===== src/rtl/rand_src.sv =====
// rand_src -- bounded pseudo-random number source.
//
// A free-running value counter (cnt) cycles 0..MAX_VAL. By default it is
// advanced by a prescaler tick every DIV clocks. The counter is sampled onto
// num in one of two ways:
//   track mode    (mode=0): num follows cnt on every cycle that run_in is high.
//   one-shot mode (mode=1): a rising edge of run_in captures one value, pulses
//                           valid, and holds busy until run_in returns low.
//                           Two consecutive one-shot results are never equal.
//
// Optional build macro: RAND_SRC_LFSR_EN
//   When defined, a 16-bit Galois LFSR (x^16+x^14+x^13+x^11+1, seed 16'hACE1)
//   advances cnt on every cycle where lfsr[0]=1, and the prescaler tick is
//   no longer used by cnt.
//
// Ports:
//   CLK     in   clock, rising edge
//   RST     in   asynchronous active-high reset
//   mode    in   0 = track, 1 = one-shot
//   run_in  in   capture request (level in track, edge in one-shot)
//   num     out  [W-1:0] captured value (registered)
//   valid   out  one-cycle pulse for each new one-shot result
//   busy    out  high while a one-shot capture waits for run_in to drop
module rand_src #(
  parameter int W       = 4,
  parameter int MAX_VAL = 9,
  parameter int DIV     = 5_000_000
) (
  input  logic         CLK,
  input  logic         RST,
  input  logic         mode,
  input  logic         run_in,
  output logic [W-1:0] num,
  output logic         valid,
  output logic         busy
);

  localparam logic [W-1:0] MAX_W    = W'(MAX_VAL);
  localparam logic [25:0]  DIV_LAST = 26'(DIV - 1);

  typedef enum logic [1:0] {
    IDLE     = 2'd0,
    TRACK    = 2'd1,
    WAIT_LOW = 2'd2
  } state_t;

  state_t       state_q, state_d;
  logic [25:0]  div_cnt_q, div_cnt_d;
  logic         tick;
  logic         adv;
  logic [W-1:0] cnt_q, cnt_d;
  logic [W-1:0] num_q, num_d;
  logic [W-1:0] last_q, last_d;
  logic [W-1:0] sample;
  logic         valid_q, valid_d;
  logic         has_prev_q, has_prev_d;
  logic         run_prev_q;

  // Increment with wrap from MAX_VAL back to 0.
  function automatic logic [W-1:0] wrap_inc(input logic [W-1:0] v);
    return (v == MAX_W) ? '0 : v + 1'b1;
  endfunction

  // ---------------------------------------------------------------- prescaler
  assign tick      = (div_cnt_q == DIV_LAST);
  assign div_cnt_d = tick ? '0 : div_cnt_q + 26'd1;

  always_ff @(posedge CLK or posedge RST) begin
    if (RST) begin
      div_cnt_q <= '0;
    end else begin
      div_cnt_q <= div_cnt_d;
    end
  end

  // ------------------------------------------------------- counter advance
`ifdef RAND_SRC_LFSR_EN
  logic [15:0] lfsr_q;

  // Right-shifting Galois form; taps 16,14,13,11 give the mask 16'hB400.
  always_ff @(posedge CLK or posedge RST) begin
    if (RST) begin
      lfsr_q <= 16'hACE1;
    end else begin
      lfsr_q <= {1'b0, lfsr_q[15:1]} ^ (lfsr_q[0] ? 16'hB400 : 16'h0000);
    end
  end

  assign adv = lfsr_q[0];
`else
  assign adv = tick;
`endif

  // cnt runs freely regardless of mode, run_in or FSM state.
  assign cnt_d = adv ? wrap_inc(cnt_q) : cnt_q;

  always_ff @(posedge CLK or posedge RST) begin
    if (RST) begin
      cnt_q <= '0;
    end else begin
      cnt_q <= cnt_d;
    end
  end

  // ---------------------------------------------------------- capture FSM
  always_comb begin
    state_d    = state_q;
    num_d      = num_q;
    last_d     = last_q;
    has_prev_d = has_prev_q;
    valid_d    = 1'b0;
    // Avoid repeating the previous one-shot result. cnt_q is the pre-tick
    // value, so a coincident tick does not affect what is captured.
    sample     = (has_prev_q && (cnt_q == last_q)) ? wrap_inc(cnt_q) : cnt_q;

    case (state_q)
      IDLE: begin
        if (!mode && run_in) begin
          state_d = TRACK;
          num_d   = cnt_q;
        end else if (mode && run_in && !run_prev_q) begin
          state_d    = WAIT_LOW;
          num_d      = sample;
          last_d     = sample;
          has_prev_d = 1'b1;
          valid_d    = 1'b1;
        end
      end
      TRACK: begin
        if (!run_in || mode) begin
          state_d = IDLE;
        end else begin
          num_d = cnt_q;
        end
      end
      WAIT_LOW: begin
        // mode is deliberately ignored here; it is re-evaluated in IDLE.
        if (!run_in) begin
          state_d = IDLE;
        end
      end
      default: state_d = IDLE;
    endcase
  end

  always_ff @(posedge CLK or posedge RST) begin
    if (RST) begin
      state_q    <= IDLE;
      num_q      <= '0;
      last_q     <= '0;
      has_prev_q <= 1'b0;
      valid_q    <= 1'b0;
      run_prev_q <= 1'b0;  // a level held high across reset counts as an edge
    end else begin
      state_q    <= state_d;
      num_q      <= num_d;
      last_q     <= last_d;
      has_prev_q <= has_prev_d;
      valid_q    <= valid_d;
      run_prev_q <= run_in;
    end
  end

  assign num   = num_q;
  assign valid = valid_q;
  assign busy  = (state_q == WAIT_LOW);

endmodule


===== config.mk =====
export PLATFORM = sky130hd
export DESIGN_NAME = rand_src
export DESIGN_NICKNAME = d
export VERILOG_FILES = /design/src/rtl/rand_src.sv
export SDC_FILE = /design/constraint.sdc
export NUM_CORES = 1
export LEC_CHECK = 0
export ABC_AREA = 1
export CAP_MARGIN = 20
export CORE_MARGIN = 1.5
export CORE_UTILIZATION = 63
export CTS_BUF_LIST = sky130_fd_sc_hd__clkbuf_8
export DETAILED_ROUTE_END_ITERATION = 10
export PLACE_DENSITY = 0.85
export REMOVE_ABC_BUFFERS = 1
export SETUP_SLACK_MARGIN = 0.4
export SLEW_MARGIN = 10
export SYNTH_ARGS = -nofsm -noshare
export SYNTH_HDL_FRONTEND = slang
export SYNTH_SLANG_ARGS = --single-unit

===== constraint.sdc =====
create_clock -name CLK -period 1.8 [get_ports CLK]
set_input_delay 0.27 -clock CLK [delete_from_list [all_inputs] [get_ports CLK]]
set_output_delay 0.27 -clock CLK [all_outputs]
set_load 0.02 [all_outputs]

==> results of run 1 <==
## worst max-delay path: stages (launching register included)
cell and delay (ps):
dfrtp_1 410, buf_6 120, buf_6 90, nand2_4 50, nor2_4 150, buf_4 130
nand2_1 70, nor2_2 120, nand2_1 90, xor2_1 200, inv_1 80
## power groups by stage
stage	Clock, mW	Sequential, mW	Combinational (mW)
after floorplan	0	1.05	0.119
after global placement	0	1.04	0.216
after detailed placement	0	1.03	0.221
after CTS	0.605	1.02	0.207
after global routing	0.642	1.02	0.280
final	0.608	1.02	0.250
## flip-flops by register name, summed over array words and instances, names as in the netlist
name	cells
run_prev_q	1
num	4
valid	1
state_q	2
div_cnt_q	26
cnt_q	4
last_q	4
has_prev_q	1
## final timing paths
kind	slack [ps]	start	depth (start not counted)	endpoint
worst min-delay path	130	run_in	1	run_prev_q$_DFF_PP0_
max in group asynchronous	1100	RST	3	div_cnt_q[13]$_DFF_PP0_
worst min register to register	460	state_q[1]$_DFFE_PP0P_	1	state_q[0]$_DFFE_PP0P_
min in group asynchronous	220	RST	2	div_cnt_q[24]$_DFF_PP0_
worst max register to register	180	div_cnt_q[1]$_DFF_PP0_	10	div_cnt_q[17]$_DFF_PP0_
worst max-delay path	180	div_cnt_q[1]$_DFF_PP0_	10	div_cnt_q[17]$_DFF_PP0_
## layer usage
layer	share of wire [%]	wire length [um]	GRT usage, %
met4	3.9	279	8.07
met2	48	3390	46.0
met5	0	0	0
met1	38	2710	40.6
met3	10	744	3.77
## logic make-up after synthesis
family	after synthesis	share of synthesized area [%]
adder cells (fa/ha/maj)	1	0.508
AO/OA/AOI/OAI	19	3.97
buffers and inverters	64	10.0
XOR/XNOR	15	5.34
AND/OR/NAND/NOR	206	36.5
flip-flops	43	43.7
## cell type report
| cell class | count | share of cell area [%] |
|---|---|---|
| Clock inverter | 3 | 0.519 |
| Timing Repair Buffer | 34 | 9.46 |
| Multi-Input combinational cell | 241 | 43.1 |
| Clock buffer | 5 | 2.19 |
| Sequential cell | 43 | 34.8 |
| Inverter | 63 | 7.78 |
| Timing Repair inverter | 1 | 0.279 |
| Tap cell | 48 | 1.92 |
## stage by stage
step                std cells  total power, mW  hold slack (ps)  TNS [ps]
floorplan                 347             1.17              301         0
global placement          408             1.25              461         0
detailed placement        408             1.26              481     -12.5
CTS                       426             1.83              236         0
global route              438             1.94              141         0
finish                    438             1.87              129         0
## Yosys cell counts (all sizes together) (2+ instances only)
master	number	area share (%)
nand2	105	16
inv	62	9.5
nor2	54	9.3
dfrtp	43	44
nand3	25	5.5
o21ai	15	3.1
xor2	13	4.6
nand4	11	2.8
nor3	9	2.0
a21oi	3	0.61
xnor2	2	0.71
## repair_timing
action | 4_1_cts | 5_1_grt
resized for setup | 34 | 65
hold endpoints to repair | 0 | 0
buffers inserted | 9 | 12
pin swaps | 9 | 15
endpoints found under the setup margin | 34 | 35
hold buffers | 0 | 0
gates cloned | 1 | 0
==> flow_metrics.tcl, run 1 <==
set metrics [dict create \
    routabilityCongestion 0.957 \
    drt-total-wl_mm 7.12 \
    grt_usage_pct 28.5 \
    syn2layout_area_growth_pct 27.4 \
    period_share_pct 89.9 \
    synth-edff-count 0 \
    grt_pass1_wl_mm 9.25 \
    cts_root_buf "clkbuf_8" \
    postRouteAntennaNets 0 \
    p_seq_share_pct 54.2 \
    setup_ws_ps 182 \
    setup_viol 0 \
    drive_gt1_share_pct 28.5 \
    drv_slew 0 \
    die_h_um 65.5 \
    port-buffer-count 9 \
    syn_area_um2 2460 \
    power_density_nw_per_um2 598 \
    max_freq_mhz 618 \
    antenna_found_initial 0 \
    path_clk_slew_ps 80 \
    layout_commonest_cell "nand2_1" \
    nNetsFinal 394 \
    pwr-share-comb_pct 13.4 \
    utilization_pct 84.4 \
    hold_path.class "primary input to flop" \
    cts_tree "built" \
    dp_hpwl_mm 3.95 \
    worst_ep_required_time_ps 1990 \
    drc 0 \
    die_x_um 65.5 \
    syn_avg_cell_area_um2 7.07 \
    routedWlPerCell_um 16.3 \
    h-tree-depth 2 \
    critical_path_class "flop to flop" \
    switching_share_pct 27.9 \
    intPower_mw 1.35 \
    worst_pin_slew_ps 446 \
    start_kind "flop" \
    synthArstFlopShare_pct 100 \
    drv_cap 0 \
    overflow 0 \
    vdd_ir_drop_max_v 0.000528 \
    cp.arrival_ps 1810 \
    numCtsBuffers 5 \
    yosysWarnings 0 \
    placed_cell_area_um2 2650 \
    clockBufferDepth 2 \
    regArea_um2 1090 \
    layout_min_cycle_time_ps 1620 \
    fin_skew_ps 5.83 \
    initial_core_util_pct 66.2 \
    drtIter0Drc 370 \
    synth.distinct_cells 24 \
    io_pins 10 \
    diodes 0 \
    clock_latency_ps 300 \
    viasPerCell 5.86 \
    ys_seq_elements 43 \
    p_clk_share_pct 32.4 \
    power_leakage_nw 1.69 \
    grt_pass1_vias 2069 \
    ys_seq_area_share_pct 43.7 \
    switching_power_mw 0.523 \
    fillerInstances 204 \
    stdcell_area_um2 3140 \
    worst_setup_path_end_kind "flop" \
    cts_num_sinks 43 \
    die_area_um2 4290 \
    rsz0062_at_grt "true" \
    status "finished clean" \
    fp-row-count 22 \
    relSlewSlack_pct 70.1 \
    vias 2567 \
    grt_start_max_net_pins 34 \
    ys.flop_type "dfrtp_1" \
    core_area_um2 3720 \
    dr.pass1.iters 6 \
    final-hold-violation-count 0 \
    final_cell_mix "nand2_1 (90), inv_1 (53), nor2_1 (32)" \
    multi_input_comb_area_um2 1350 \
    path_max_fanout 2 \
    synthCells 348 \
    place_ws_ps -8.83 \
]
(Power assumes the default switching activity.)
==> inputs of run 2 (changes only) <==
==> constraint.sdc (replaced) <==
create_clock -name CLK -period 1.8 [get_ports CLK]
set_input_delay 0.18 -clock CLK [delete_from_list [all_inputs] [get_ports CLK]]
set_output_delay 0.18 -clock CLK [all_outputs]
set_load 0.02 [all_outputs]
==> run 2 against run 1 <==
Against the previous run:
- clock-buffer cell count is the same
- worst hold slack got worse by 93 ps
- combinational power rose by 9.2%
- critical path depth decreased by 1
- clock skew rose by 11 ps
- utilization rose by 2.8 points
- global-route usage rose by 2.5 points
- sequential share of layout area decreased by 1.1 points
- sequential power barely moved
- die area stayed put
- total power grew 8.8%
- first-iteration DRC count up 17%
==> flow_metrics.tcl, run 2 (synthesized netlist as in run 1, its figures left out) <==
set metrics [dict create \
    slowest_stage "dfrtp_1" \
    crit_buf_inv 2 \
    path_delay_family "simple AND/OR/NAND/NOR gates" \
    power_density_nw_per_um2 630 \
    placed_cell_area_um2 2660 \
    layout_commonest_cell "nand2_1" \
    core_area_um2 3720 \
    cts_hold_repair.buffers 0 \
    fin_skew_ps 17.1 \
    timing.setup.tns_ps 0 \
    hold_path.class "primary input to flop" \
    routedWlPerCell_um 18.0 \
    hold_slack_ps 36.1 \
    diodes 0 \
    stdcell_area_um2 3240 \
    multi_input_comb_area_um2 1390 \
    layout.cells.non_filler 443 \
    drc 0 \
    port-buffer-count 9 \
    cts_tree "built" \
    max_freq_mhz 633 \
    io_pins 10 \
    path_clk_slew_ps 90 \
    overflow 0 \
    utilization_pct 87.1 \
    dr.pass1.iters 6 \
    dp.cells 409 \
    critPathMaxStageDelay_ps 430 \
    cts_num_sinks 43 \
    grt_pass1_vias 2147 \
    largest_reg_flops 26 \
    cts_root_buf "clkbuf_8" \
    status "finished clean" \
    regArea_um2 1090 \
    viasPerCell 5.99 \
    drt-total-wl_mm 7.96 \
    drtIter0Drc 432 \
    final-hold-violation-count 0 \
    drive_gt1_share_pct 31.6 \
    die_area_um2 4290 \
    antenna_found_initial 0 \
    rsz0062_at_grt "true" \
    fillerInstances 191 \
    worst_setup_path_end_kind "flop" \
    nNetsFinal 400 \
    cp.arrival_ps 1790 \
    postRouteAntennaNets 0 \
    grt_pass1_wl_mm 9.89 \
    h-tree-depth 2 \
    worst_pin_slew_ps 499 \
    worst_ep_required_time_ps 2010 \
    report.power.total_mw 2.04 \
    clock_latency_ps 310 \
    routabilityCongestion 0.967 \
    grt_start_max_net_pins 33 \
    drv_slew 0 \
    die_h_um 65.5 \
    critical_path_class "flop to flop" \
    place_ws_ps 93.9 \
    start_kind "flop" \
    initial_core_util_pct 66.2 \
    period_share_pct 87.7 \
    numCtsBuffers 5 \
    top_register "div_cnt_q" \
    final_cell_mix "nand2_1 (86), inv_1 (52), nor2_1 (32)" \
    layout_min_cycle_time_ps 1580 \
    dp_hpwl_mm 3.93 \
    fp-row-count 22 \
    vdd_ir_drop_max_v 0.000523 \
    path_max_fanout 6 \
    relSlewSlack_pct 66.5 \
    syn2layout_area_growth_pct 31.6 \
    power_leakage_nw 1.72 \
    setup_ws_ps 221 \
    vias 2654 \
    die_x_um 65.5 \
    worstPathCellList "ha_4 > nand3_4 > nor2_4 > inv_2 > nor3_4 > nand2_4 > clkinv_4 > nand2_2 > o21ai_1" \
    drv_cap 0 \
    setup_viol 0 \
    clockBufferDepth 2 \
    grt_usage_pct 31.0 \
]
[run 2: final cells by class]
type                    count  share of cell area, %
multi-input cells         241                   42.9
flip-flops and latches     43                   33.7
repair buffers             40                   10.5
inverters                  63                   7.53
clock buffers               5                   2.13
well taps                  48                   1.85
clock inverters             2                   1.04
repair inverters            1                  0.270
[run 2: metal layers]
metal  vias to the layer above  global-route usage (%)  share of wire, %
li1                       1159                       -                 -
met1                      1227                    41.2                37
met2                       202                    50.1                47
met3                        66                    5.82               9.5
met4                         0                    12.8               6.7
met5                         -                       0                 0
[run 2: worst register-to-register path: stages, from the launching register on]
cell	delay [ps]
dfrtp_1	430
ha_4	180
nand3_4	100
nor2_4	140
inv_2	60
nor3_4	150
nand2_4	140
clkinv_4	120
nand2_2	50
o21ai_1	120
[run 2: power by group]
group	internal (mW)	switching (mW)
combinational	0.0950	0.178
clock	0.402	0.341
sequential	0.998	0.0255
total	1.49	0.545
[run 2: final timing paths]
check	start	end	slack, ps	cells after the start
max	div_cnt_q[0]$_DFF_PP0_	cnt_q[3]$_DFFE_PP0N_	220	9
min	run_in	run_prev_q$_DFF_PP0_	40	1
max reg2reg	div_cnt_q[0]$_DFF_PP0_	cnt_q[3]$_DFFE_PP0N_	220	9
min reg2reg	num[2]$_DFFE_PP0P_	num[2]$_DFFE_PP0P_	490	2
max in group asynchronous	RST	div_cnt_q[6]$_DFF_PP0_	1140	3
min in group asynchronous	RST	div_cnt_q[24]$_DFF_PP0_	140	2
[run 2: repair_timing]
item / 4_1_cts / 5_1_grt
pin swaps: 6 / 14
endpoints found under the setup margin: 34 / 34
gates cloned: 1 / 0
buffers inserted: 11 / 15
gates resized for setup: 28 / 76
